$ cat src/rtl/demux_1_a_n_reg_pkg.sv
// Shared types and constants for the registered 1-to-N write demultiplexer.
package demux_pkg;

  // Per-slot occupancy state.
  typedef enum logic {
    SLOT_EMPTY = 1'b0,
    SLOT_FULL  = 1'b1
  } slot_state_t;

  // Slot behaviour selection.
  localparam int MODE_PULSE = 0;
  localparam int MODE_HOLD  = 1;

endpackage

$ cat src/rtl/demux_1_a_n_reg_if.sv
// Bus bundle between the UART control logic (master) and the demux (slave).
//
// Handshake: a write is offered for one cycle with en_i=1 and a data word.
// Slot k presents data_o[k] with valid_o[k]=1 until the consumer raises
// ack_i[k] for one cycle. In HOLD mode the slot drops valid on the edge that
// samples ack_i[k], unless a new write to k lands on the same edge, in which
// case valid stays high with the new word. ack_i while valid is low is ignored.
interface demux_1_a_n_reg_if #(
  parameter int NUM_CH = 4,
  parameter int DATA_W = 8,
  parameter int CNT_W  = 8
);
  localparam int SEL_W = $clog2(NUM_CH);

  logic                     en_i;
  logic [SEL_W-1:0]         sel_i;
  logic [DATA_W-1:0]        data_i;
  logic [NUM_CH-1:0]        ack_i;
  logic [NUM_CH*DATA_W-1:0] data_o;
  logic [NUM_CH-1:0]        valid_o;
  logic [NUM_CH-1:0]        ovr_o;
  logic                     sel_err_o;
  logic [CNT_W-1:0]         ovr_cnt_o;
  // Debug view of every slot FSM: bit k is 1 when slot k is FULL.
  logic [NUM_CH-1:0]        slot_state_o;

  modport master (
    output en_i, sel_i, data_i, ack_i,
    input  data_o, valid_o, ovr_o, sel_err_o, ovr_cnt_o, slot_state_o
  );

  modport slave (
    input  en_i, sel_i, data_i, ack_i,
    output data_o, valid_o, ovr_o, sel_err_o, ovr_cnt_o, slot_state_o
  );
endinterface

$ cat src/rtl/demux_1_a_n_reg_chan_slot.sv
// One output slot: holds a word and its valid flag, flags overruns.
module demux_chan_slot
  import demux_pkg::*;
#(
  parameter int DATA_W = 8,
  parameter int MODE   = MODE_HOLD
) (
  input  logic              clk_i,
  input  logic              rst_n_i,
  input  logic              wr_i,
  input  logic [DATA_W-1:0] data_i,
  input  logic              ack_i,
  output logic [DATA_W-1:0] data_o,
  output logic              valid_o,
  output logic              ovr_o,
  output slot_state_t       state_o
);

  slot_state_t       state_q, state_d;
  logic [DATA_W-1:0] data_q, data_d;
  logic              ovr_q, ovr_d;

  // State, data and overrun flops; async clear of everything.
  always_ff @(posedge clk_i or negedge rst_n_i) begin
    if (!rst_n_i) begin
      state_q <= SLOT_EMPTY;
      data_q  <= '0;
      ovr_q   <= 1'b0;
    end else begin
      state_q <= state_d;
      data_q  <= data_d;
      ovr_q   <= ovr_d;
    end
  end

  // Next-state logic. In PULSE mode FULL lasts exactly one cycle per write.
  always_comb begin
    state_d = state_q;
    data_d  = data_q;
    ovr_d   = 1'b0;
    if (MODE == MODE_PULSE) begin
      state_d = wr_i ? SLOT_FULL : SLOT_EMPTY;
      if (wr_i) data_d = data_i;
    end else begin
      case (state_q)
        SLOT_EMPTY: begin
          if (wr_i) begin
            state_d = SLOT_FULL;
            data_d  = data_i;
          end
        end
        SLOT_FULL: begin
          if (wr_i && ack_i) begin
            data_d = data_i;
          end else if (wr_i) begin
            // Consumer has not taken the old word: keep it, drop the new one.
            ovr_d = 1'b1;
          end else if (ack_i) begin
            state_d = SLOT_EMPTY;
          end
        end
        default: state_d = SLOT_EMPTY;
      endcase
    end
  end

  // Valid is the FULL bit of the state flop itself.
  assign valid_o = (state_q == SLOT_FULL);
  assign data_o  = data_q;
  assign ovr_o   = ovr_q;
  assign state_o = state_q;

endmodule

$ cat src/rtl/demux_1_a_n_reg.sv
// Registered 1-to-N write demultiplexer: select decode, range check,
// NUM_CH output slots and a saturating overrun counter.
module demux_1_a_n_reg
  import demux_pkg::*;
#(
  parameter int NUM_CH = 4,
  parameter int DATA_W = 8,
  parameter int MODE   = MODE_HOLD,
  parameter int CNT_W  = 8
) (
  input  logic               clk_i,
  input  logic               rst_n_i,
  demux_1_a_n_reg_if.slave   bus
);

  localparam int SEL_W = $clog2(NUM_CH);
  localparam logic [SEL_W:0] CH_LIMIT = (SEL_W + 1)'(NUM_CH);

  logic                     in_range;
  logic [NUM_CH-1:0]        wr;
  logic [NUM_CH-1:0]        slot_valid;
  logic [NUM_CH-1:0]        slot_ovr;
  logic [NUM_CH-1:0]        slot_full;
  logic [DATA_W-1:0]        slot_data  [NUM_CH];
  slot_state_t              slot_state [NUM_CH];
  logic [NUM_CH*DATA_W-1:0] data_flat;
  logic                     sel_err_q;
  logic [CNT_W-1:0]         ovr_cnt_q;

  // Only non-power-of-two channel counts can produce an out-of-range select.
  assign in_range = ({1'b0, bus.sel_i} < CH_LIMIT);

  // One-hot write decode; at most one slot is written per cycle.
  always_comb begin
    wr = '0;
    for (int k = 0; k < NUM_CH; k++) begin
      wr[k] = bus.en_i && in_range && (bus.sel_i == SEL_W'(k));
    end
  end

  for (genvar g = 0; g < NUM_CH; g++) begin : g_slot
    demux_chan_slot #(
      .DATA_W (DATA_W),
      .MODE   (MODE)
    ) u_slot (
      .clk_i   (clk_i),
      .rst_n_i (rst_n_i),
      .wr_i    (wr[g]),
      .data_i  (bus.data_i),
      .ack_i   (bus.ack_i[g]),
      .data_o  (slot_data[g]),
      .valid_o (slot_valid[g]),
      .ovr_o   (slot_ovr[g]),
      .state_o (slot_state[g])
    );
  end

  // Flatten slot words and state bits onto the bus.
  always_comb begin
    data_flat = '0;
    slot_full = '0;
    for (int k = 0; k < NUM_CH; k++) begin
      data_flat[k*DATA_W +: DATA_W] = slot_data[k];
      slot_full[k]                  = (slot_state[k] == SLOT_FULL);
    end
  end

  // Select-error pulse: high for the cycle after an out-of-range write.
  always_ff @(posedge clk_i or negedge rst_n_i) begin
    if (!rst_n_i) sel_err_q <= 1'b0;
    else          sel_err_q <= bus.en_i && !in_range;
  end

  // Saturating count of overrun pulses; it counts the registered slot
  // pulses, so the total lands one cycle after the ovr_o pulse is seen.
  always_ff @(posedge clk_i or negedge rst_n_i) begin
    if (!rst_n_i) begin
      ovr_cnt_q <= '0;
    end else if ((|slot_ovr) && (ovr_cnt_q != {CNT_W{1'b1}})) begin
      ovr_cnt_q <= ovr_cnt_q + 1'b1;
    end
  end

  assign bus.data_o       = data_flat;
  assign bus.valid_o      = slot_valid;
  assign bus.ovr_o        = slot_ovr;
  assign bus.sel_err_o    = sel_err_q;
  assign bus.ovr_cnt_o    = ovr_cnt_q;
  assign bus.slot_state_o = slot_full;

endmodule

$ cat src/flat_wrapper.sv
// flat-port wrapper written by rule: the top's interface ports become plain ports
module demux_1_a_n_reg_flat import demux_pkg::*;
#(
  parameter int NUM_CH = 4,
  parameter int DATA_W = 8,
  parameter int MODE   = MODE_HOLD,
  parameter int CNT_W  = 8
)
  (clk_i, rst_n_i, bus_en_i, bus_sel_i, bus_data_i, bus_ack_i, bus_data_o, bus_valid_o, bus_ovr_o, bus_sel_err_o, bus_ovr_cnt_o, bus_slot_state_o);
  demux_1_a_n_reg_if #(.NUM_CH(NUM_CH), .DATA_W(DATA_W), .CNT_W(CNT_W)) bus_i ();
  input  logic clk_i;
  input  logic rst_n_i;
  input wire logic [$bits(bus_i.en_i)-1:0] bus_en_i;
  input wire logic [$bits(bus_i.sel_i)-1:0] bus_sel_i;
  input wire logic [$bits(bus_i.data_i)-1:0] bus_data_i;
  input wire logic [$bits(bus_i.ack_i)-1:0] bus_ack_i;
  output wire logic [$bits(bus_i.data_o)-1:0] bus_data_o;
  output wire logic [$bits(bus_i.valid_o)-1:0] bus_valid_o;
  output wire logic [$bits(bus_i.ovr_o)-1:0] bus_ovr_o;
  output wire logic [$bits(bus_i.sel_err_o)-1:0] bus_sel_err_o;
  output wire logic [$bits(bus_i.ovr_cnt_o)-1:0] bus_ovr_cnt_o;
  output wire logic [$bits(bus_i.slot_state_o)-1:0] bus_slot_state_o;
  assign bus_i.en_i = bus_en_i;
  assign bus_i.sel_i = bus_sel_i;
  assign bus_i.data_i = bus_data_i;
  assign bus_i.ack_i = bus_ack_i;
  assign bus_data_o = bus_i.data_o;
  assign bus_valid_o = bus_i.valid_o;
  assign bus_ovr_o = bus_i.ovr_o;
  assign bus_sel_err_o = bus_i.sel_err_o;
  assign bus_ovr_cnt_o = bus_i.ovr_cnt_o;
  assign bus_slot_state_o = bus_i.slot_state_o;
  demux_1_a_n_reg #(.NUM_CH(NUM_CH), .DATA_W(DATA_W), .MODE(MODE), .CNT_W(CNT_W)) u_core (.clk_i(clk_i), .rst_n_i(rst_n_i), .bus(bus_i));
endmodule
$ cat config.mk
export PLATFORM = sky130hd
export DESIGN_NAME = demux_1_a_n_reg_flat
export DESIGN_NICKNAME = d
export VERILOG_FILES = /design/src/rtl/demux_1_a_n_reg_pkg.sv /design/src/rtl/demux_1_a_n_reg_if.sv /design/src/rtl/demux_1_a_n_reg_chan_slot.sv /design/src/rtl/demux_1_a_n_reg.sv /design/src/flat_wrapper.sv
export SDC_FILE = /design/constraint.sdc
export NUM_CORES = 1
export LEC_CHECK = 0
export BUFFER_PORTS_ARGS = -buffer_cell sky130_fd_sc_hd__buf_2
export CAP_MARGIN = 20
export CORE_ASPECT_RATIO = 0.8
export CORE_UTILIZATION = 49
export DETAILED_ROUTE_END_ITERATION = 6
export MAX_ROUTING_LAYER = met4
export PLACE_DENSITY = 0.78
export SYNTH_ARGS = -nofsm -noshare
export SYNTH_HDL_FRONTEND = slang
export SYNTH_SLANG_ARGS = --single-unit
$ cat constraint.sdc
create_clock -name clk_i -period 2 [get_ports clk_i]
set_input_delay 0.6 -clock clk_i [delete_from_list [all_inputs] [get_ports clk_i]]
set_output_delay 0.6 -clock clk_i [all_outputs]
set_load 0.01 [all_outputs]
==> impl_metrics.csv, run 1 <==
group,metric,value,unit
outcome,run_status,"finished clean",
power,powerDensity,1020,nW/um^2
sta,rsz0062_at_grt,"false",
sta,finalCritPeriodShare,0.845,
clocking,cts_tree,"built",
power,power.share.clock,0.269,
global_route,grt.total_usage,0.176,
logic_synthesis,synthTopCellsByArea,"dfrtp_1 59%, mux2_2 16%, mux2_4 5.9%, buf_4 4.8%, nand2_1 1.6%",
clocking,cts_max_path_buffers,2,
placement,gp_congestion,0.849,
worst_setup_path,path_delay_family,"flip-flops",
logic_synthesis,yosysUniqueCellTypes,29,
clocking,cts_root_buf,"clkbuf_8",
sta,worst_slack,0.310,ns
placement,dp.cells,260,
sta,slew_violations,0,
global_route,antenna_found_initial,0,
floorplan,dieArea,4450,um^2
worst_setup_path,r2r_cells,4,
floorplan,die_height,59.9,um
worst_setup_path,cpPeakStageDelay,0.42,ns
worst_setup_path,path_max_fanout,6,
logic_synthesis,synthCells,149,
worst_setup_path,rrSetupSlack,0.31,ns
sta,final-setup-viol-count,0,
floorplan,initial_utilization,0.526,
logic_synthesis,synth_xor_xnor_area_share,0.00853,
logic_synthesis,yosysTopAreaCell,"dfrtp_1",
logic_synthesis,synth_compound_area_frac,0.0165,
worst_setup_path,reg2reg_to,"u_core.bus.ovr_cnt_o[1]$_DFFE_PN0P_",
finish,diodes,0,
floorplan,num_io_pins,70,
sta,relSlewSlack,0.611,
worst_setup_path,critPathKind,"register to register",
clocking,htree_num_levels,2,
sta,worst_slew_pin_slew,0.583,ns
finish,area_growth_syn_to_layout,21.1,%
logic_synthesis,synthMuxAreaShare,0.218,
finish,drive_gt1_frac,0.563,
logic_synthesis,ys_seq_elements,48,
floorplan,die_x,74.4,um
power,switching_share,0.278,
clocking,clk_pin_slew,0.09,ns
power,p_leak,1.26,nW
drt,wl,3610,um
logic_synthesis,syn_area_per_cell,13.8,um^2
clocking,holdBufCountCts,0,
floorplan,std_cell_rows,20,
clocking,cts_inserted_buffers,5,
logic_synthesis,synth_top_cells_by_count,"48 x dfrtp_1, 29 x mux2_2, 13 x buf_4",
logic_synthesis,yosys.area_share.simple,0.102,
worst_setup_path,crit_chain,"ha_1 > nand3_1 > o21ai_0 > mux2_2",
power,report.power.total,2.53,mW
logic_synthesis,synth_top_family_by_area,"multiplexers",
worst_setup_path,cp_num_cells,4,
drt,via_per_inst,4.88,
logic_synthesis,synthAdderAreaFrac,0.00609,
drt,drt_iter0_drc,75,
global_route,grt-ovfl-total,0,
placement,place_area,2380,um^2
drt,routedWlPerCell,13.5,um
drt,vias,1309,
power,p_seq_frac,0.503,
logic_synthesis,post-synth-top-count-cell,"dfrtp_1",
power,combPwrFrac,0.229,
logic_synthesis,synth_edf_count,0,
clocking,cts_sinks,48,
sta,fin_worst_skew,0.0123,ns
power,p_switching,0.704,mW
sta,whs,0.389,ns
finish,final_area,2490,um^2
clocking,cts-resized-gates,0,
drt,firstDrtPassIters,4,
clocking,postCtsSetupRepairBufs,0,
sta,fmax,592,MHz
power,max-vdd-ir-drop,0.000556,V
logic_synthesis,ys_seq_area_frac,0.585,
placement,dp_slack,0.178,ns
global_route,grt_max_degree,49,
clocking,clk_latency,0.29,ns
worst_setup_path,critPathArrivalTime,1.86,ns
logic_synthesis,async_reset_ff_frac,1.00,
worst_setup_path,startpoint_type,"register",
global_route,grt_pass1_vias,1165,
sta,hold_violations,0,
worst_hold_path,hp-class,"input port to asynchronous set/reset pin",
worst_setup_path,cp.required,2.17,ns
logic_synthesis,synthFlopType,"dfrtp_1",
drt,antenna_left,0,
flow_run,cap_violations,0,
power,internal_power,1.82,mW
worst_setup_path,endpoint_kind,"register",
drt,drt_drc_violations_left,0,
finish,nets,230,
logic_synthesis,synthDominantCellAreaShare,0.585,
sta,fin_crit,1.69,ns
floorplan,core_area,3900,um^2
finish,final_util,0.637,
worst_setup_path,reg2reg_from,"u_core.bus.ovr_cnt_o[0]$_DFFE_PN0P_",
logic_synthesis,ys_warn_count,0,
global_route,grt_pass1_wl,5510,um
worst_setup_path,cp_slowest_cell,"dfrtp_1",
placement,dpl.hpwl,2650,um
sta,fin_setup_tns,0,ns
finish,instances_no_fill,268,
logic_synthesis,synth_area,2050,um^2
placement,portBuffers,68,
logic_synthesis,syn-num-nets,167,
worst_setup_path,timing.critical_path.buf_inv,0,
## how the worst max path moves through the flow
stage,startpoint,to,slack (ns)
2_1_floorplan,bus_sel_i[0],u_core.g_slot[0].u_slot.data_o[0]$_DFFE_PN0P_,0.31
3_3_place_gp,bus_sel_i[0],u_core.g_slot[0].u_slot.data_o[7]$_DFFE_PN0P_,0.20
3_5_place_dp,bus_sel_i[0],u_core.g_slot[0].u_slot.data_o[3]$_DFFE_PN0P_,0.18
4_1_cts,u_core.bus.ovr_cnt_o[0]$_DFFE_PN0P_,u_core.bus.ovr_cnt_o[1]$_DFFE_PN0P_,0.29
5_1_grt,u_core.bus.ovr_cnt_o[0]$_DFFE_PN0P_,u_core.bus.ovr_cnt_o[1]$_DFFE_PN0P_,0.15
6_report,u_core.bus.ovr_cnt_o[0]$_DFFE_PN0P_,u_core.bus.ovr_cnt_o[1]$_DFFE_PN0P_,0.31
## flip-flops by register name, summed over array words and instances (netlist names)
name / flops
u_core.g_slot.u_slot.ovr_o: 4
u_core.g_slot.u_slot.data_o: 32
u_core.bus.ovr_cnt_o: 8
u_core.g_slot.u_slot.state_o: 4
## cell families after synthesis
family	count (synthesis)
compound gates	5
xor+xnor	2
fa+ha+maj	1
buf+inv	18
flops	48
mux	37
other cells	1
simple gates	37
## power groups by stage
stage	combinational [mW]	clock [mW]	sequential [mW]
5_1_grt	0.631	0.746	1.30
6_report	0.578	0.679	1.27
2_1_floorplan	0.258	0	1.36
4_1_cts	0.588	0.700	1.27
3_3_place_gp	0.575	0	1.28
3_5_place_dp	0.588	0	1.29
## layout by cell type (no fill, tap or decap), types with 3 or more instances in the layout
| master | count |
|---|---|
| buf_2 | 68 |
| buf_4 | 5 |
| clkbuf_8 | 5 |
| dfrtp_1 | 48 |
| mux2_2 | 29 |
| mux2_4 | 8 |
| nand2_1 | 9 |
| nand2b_1 | 4 |
| nand3_1 | 3 |
| nor2_1 | 6 |
| nor2b_1 | 3 |
## cell type report
class	instances	area, um^2
Timing Repair Buffer	73	378
Sequential cell	48	1200
Inverter	1	3.75
Multi-Input combinational cell	83	724
Tap cell	55	68.8
Clock inverter	3	42.5
Clock buffer	5	68.8
Fill cell	313	1420
## layer usage
layer  vias to the layer above  GRT usage  part of all wire
met1                       645      0.228              0.48
met2                        35      0.266              0.47
met5                         -          -                 0
li1                        625          -                 -
met3                         4     0.0455             0.039
met4                         0     0.0647            0.0094
No activity file was read; power rests on OpenSTA's default activity.
==> inputs of run 2 (changes only) <==
--- a/config.mk
+++ b/config.mk
@@ -8,10 +8,10 @@
 export BUFFER_PORTS_ARGS = -buffer_cell sky130_fd_sc_hd__buf_2
 export CAP_MARGIN = 20
 export CORE_ASPECT_RATIO = 0.8
-export CORE_UTILIZATION = 49
+export CORE_UTILIZATION = 45
 export DETAILED_ROUTE_END_ITERATION = 6
 export MAX_ROUTING_LAYER = met4
-export PLACE_DENSITY = 0.78
+export PLACE_DENSITY = 0.76
 export SYNTH_ARGS = -nofsm -noshare
 export SYNTH_HDL_FRONTEND = slang
 export SYNTH_SLANG_ARGS = --single-unit
==> constraint.sdc (replaced) <==
create_clock -name clk_i -period 1.5 [get_ports clk_i]
set_input_delay 0.45 -clock clk_i [delete_from_list [all_inputs] [get_ports clk_i]]
set_output_delay 0.45 -clock clk_i [all_outputs]
set_load 0.01 [all_outputs]
==> impl_metrics.csv, run 2 (synthesized netlist as in run 1, its figures left out) <==
group,metric,value,unit
outcome,run_status,"finished, violations left",
outcome,violations,"setup timing",
floorplan,dieArea,4840,um^2
worst_setup_path,path_max_fanout,3,
clocking,cts_inserted_buffers,5,
drt,routedWlPerCell,13.9,um
finish,final_area,2640,um^2
clocking,postCtsSetupRepairBufs,0,
drt,firstDrtPassIters,4,
power,combPwrFrac,0.259,
sta,hold_violations,0,
worst_setup_path,cp_slowest_cell,"or4_4",
clocking,cts_max_path_buffers,2,
drt,via_per_inst,4.78,
floorplan,core_area,4280,um^2
finish,nets,245,
sta,fin_crit,1.51,ns
worst_hold_path,hp-class,"input port to asynchronous set/reset pin",
placement,place_area,2510,um^2
global_route,grt_max_degree,49,
worst_setup_path,timing.critical_path.buf_inv,0,
floorplan,num_io_pins,70,
worst_setup_path,startpoint_type,"register",
clocking,holdBufCountCts,0,
power,internal_power,2.50,mW
drt,drt_drc_violations_left,0,
worst_setup_path,critPathKind,"register to register",
global_route,antenna_found_initial,0,
global_route,grt.total_usage,0.184,
clocking,clk_latency,0.29,ns
floorplan,std_cell_rows,21,
worst_setup_path,cpPeakStageDelay,0.55,ns
finish,mostFrequentLayoutCells,"68 x buf_2, 48 x dfrtp_1, 29 x mux2_2",
sta,rsz0062_at_grt,"true",
placement,dpl.hpwl,2960,um
power,powerDensity,1310,nW/um^2
floorplan,initial_utilization,0.479,
placement,gp_congestion,0.788,
worst_setup_path,rrSetupSlack,-0.005,ns
power,p_leak,1.34,nW
clocking,cts_tree,"built",
clocking,htree_num_levels,2,
worst_setup_path,endpoint_kind,"register",
finish,largest_register_ffs,32,
finish,layout_commonest_cell,"buf_2",
sta,final-setup-viol-count,1,
sta,fin_setup_tns,-0.00509,ns
global_route,grt_pass1_wl,6690,um
sta,slew_violations,0,
drt,vias,1361,
drt,wl,3980,um
clocking,cts_root_buf,"clkbuf_8",
power,power.share.clock,0.258,
worst_setup_path,cp.required,1.68,ns
power,max-vdd-ir-drop,0.000518,V
finish,area_growth_syn_to_layout,28.6,%
clocking,cts_sinks,48,
power,p_seq_frac,0.483,
power,switching_share,0.278,
drt,drt_iter0_drc,89,
clocking,clk_pin_slew,0.08,ns
global_route,grt-ovfl-total,0,
worst_setup_path,critPathArrivalTime,1.68,ns
finish,drive_gt1_frac,0.610,
placement,portBuffers,68,
sta,finalCritPeriodShare,1.00,
worst_setup_path,crit_chain,"or4_4 > o21ai_4 > mux2_2",
sta,fin_worst_skew,0.00810,ns
worst_setup_path,path_delay_family,"simple AND/OR/NAND/NOR gates",
finish,diodes,0,
sta,worst_slack,-0.00509,ns
flow_run,cap_violations,0,
global_route,grt_pass1_vias,1380,
sta,fmax,664,MHz
drt,antenna_left,0,
floorplan,die_height,62.4,um
floorplan,die_x,77.5,um
power,p_switching,0.965,mW
run 2: stage by stage:
stage	utilization	std cells	total power, mW	hold slack [ns]	worst slack [ns]
final	0.616	285	3.46	0.127	-0.00509
after global routing	0.616	285	3.67	0.133	-0.0352
after CTS	0.613	285	3.49	0.129	0.00277
after detailed placement	0.585	277	2.59	0.452	-0.150
after global placement	0.585	277	2.56	0.453	-0.117
after floorplan	-	149	2.16	0.154	-0.0197
run 2: final timing paths:
path,from,to,depth (start not counted)
max in group asynchronous,rst_n_i,u_core.g_slot[1].u_slot.data_o[0]$_DFFE_PN0P_,2
worst max register to register,u_core.g_slot[3].u_slot.ovr_o$_DFF_PN0_,u_core.bus.ovr_cnt_o[1]$_DFFE_PN0P_,3
worst min register to register,u_core.g_slot[1].u_slot.data_o[2]$_DFFE_PN0P_,u_core.g_slot[1].u_slot.data_o[2]$_DFFE_PN0P_,1
worst min-delay path,rst_n_i,u_core.bus.ovr_cnt_o[0]$_DFFE_PN0P_,2
worst max-delay path,u_core.g_slot[3].u_slot.ovr_o$_DFF_PN0_,u_core.bus.ovr_cnt_o[1]$_DFFE_PN0P_,3
min in group clk_i,bus_data_i[1],u_core.g_slot[0].u_slot.data_o[1]$_DFFE_PN0P_,2
run 2: power groups by stage:
stage	combinational (mW)	sequential, mW	clock, mW
finish	0.898	1.67	0.893
global route	0.976	1.71	0.988
CTS	0.905	1.67	0.915
detailed placement	0.895	1.69	0
global placement	0.868	1.69	0
floorplan	0.345	1.81	0
run 2: area by class of cell:
class / instances / area, um^2
Fill cell: 351 / 1640
Sequential cell: 48 / 1200
Multi-Input combinational cell: 83 / 749
Timing Repair Buffer: 88 / 503
Tap cell: 57 / 71.3
Clock buffer: 5 / 68.8
Clock inverter: 3 / 42.5
Inverter: 1 / 3.75
run 2: per-layer routing:
layer  routed length [um]  up-vias  global-route usage
li1                     -      653                   -
met1                 1870      671               0.240
met2                 1940       33               0.295
met3                  123        4              0.0336
met4                   44        0              0.0566
met5                    0        -                   -
run 2: what timing repair did:
action / 4_1_cts / 5_1_grt
gates resized for setup: 2 / 2
endpoints found under the setup margin: 2 / 2
gates cloned: 0 / 0
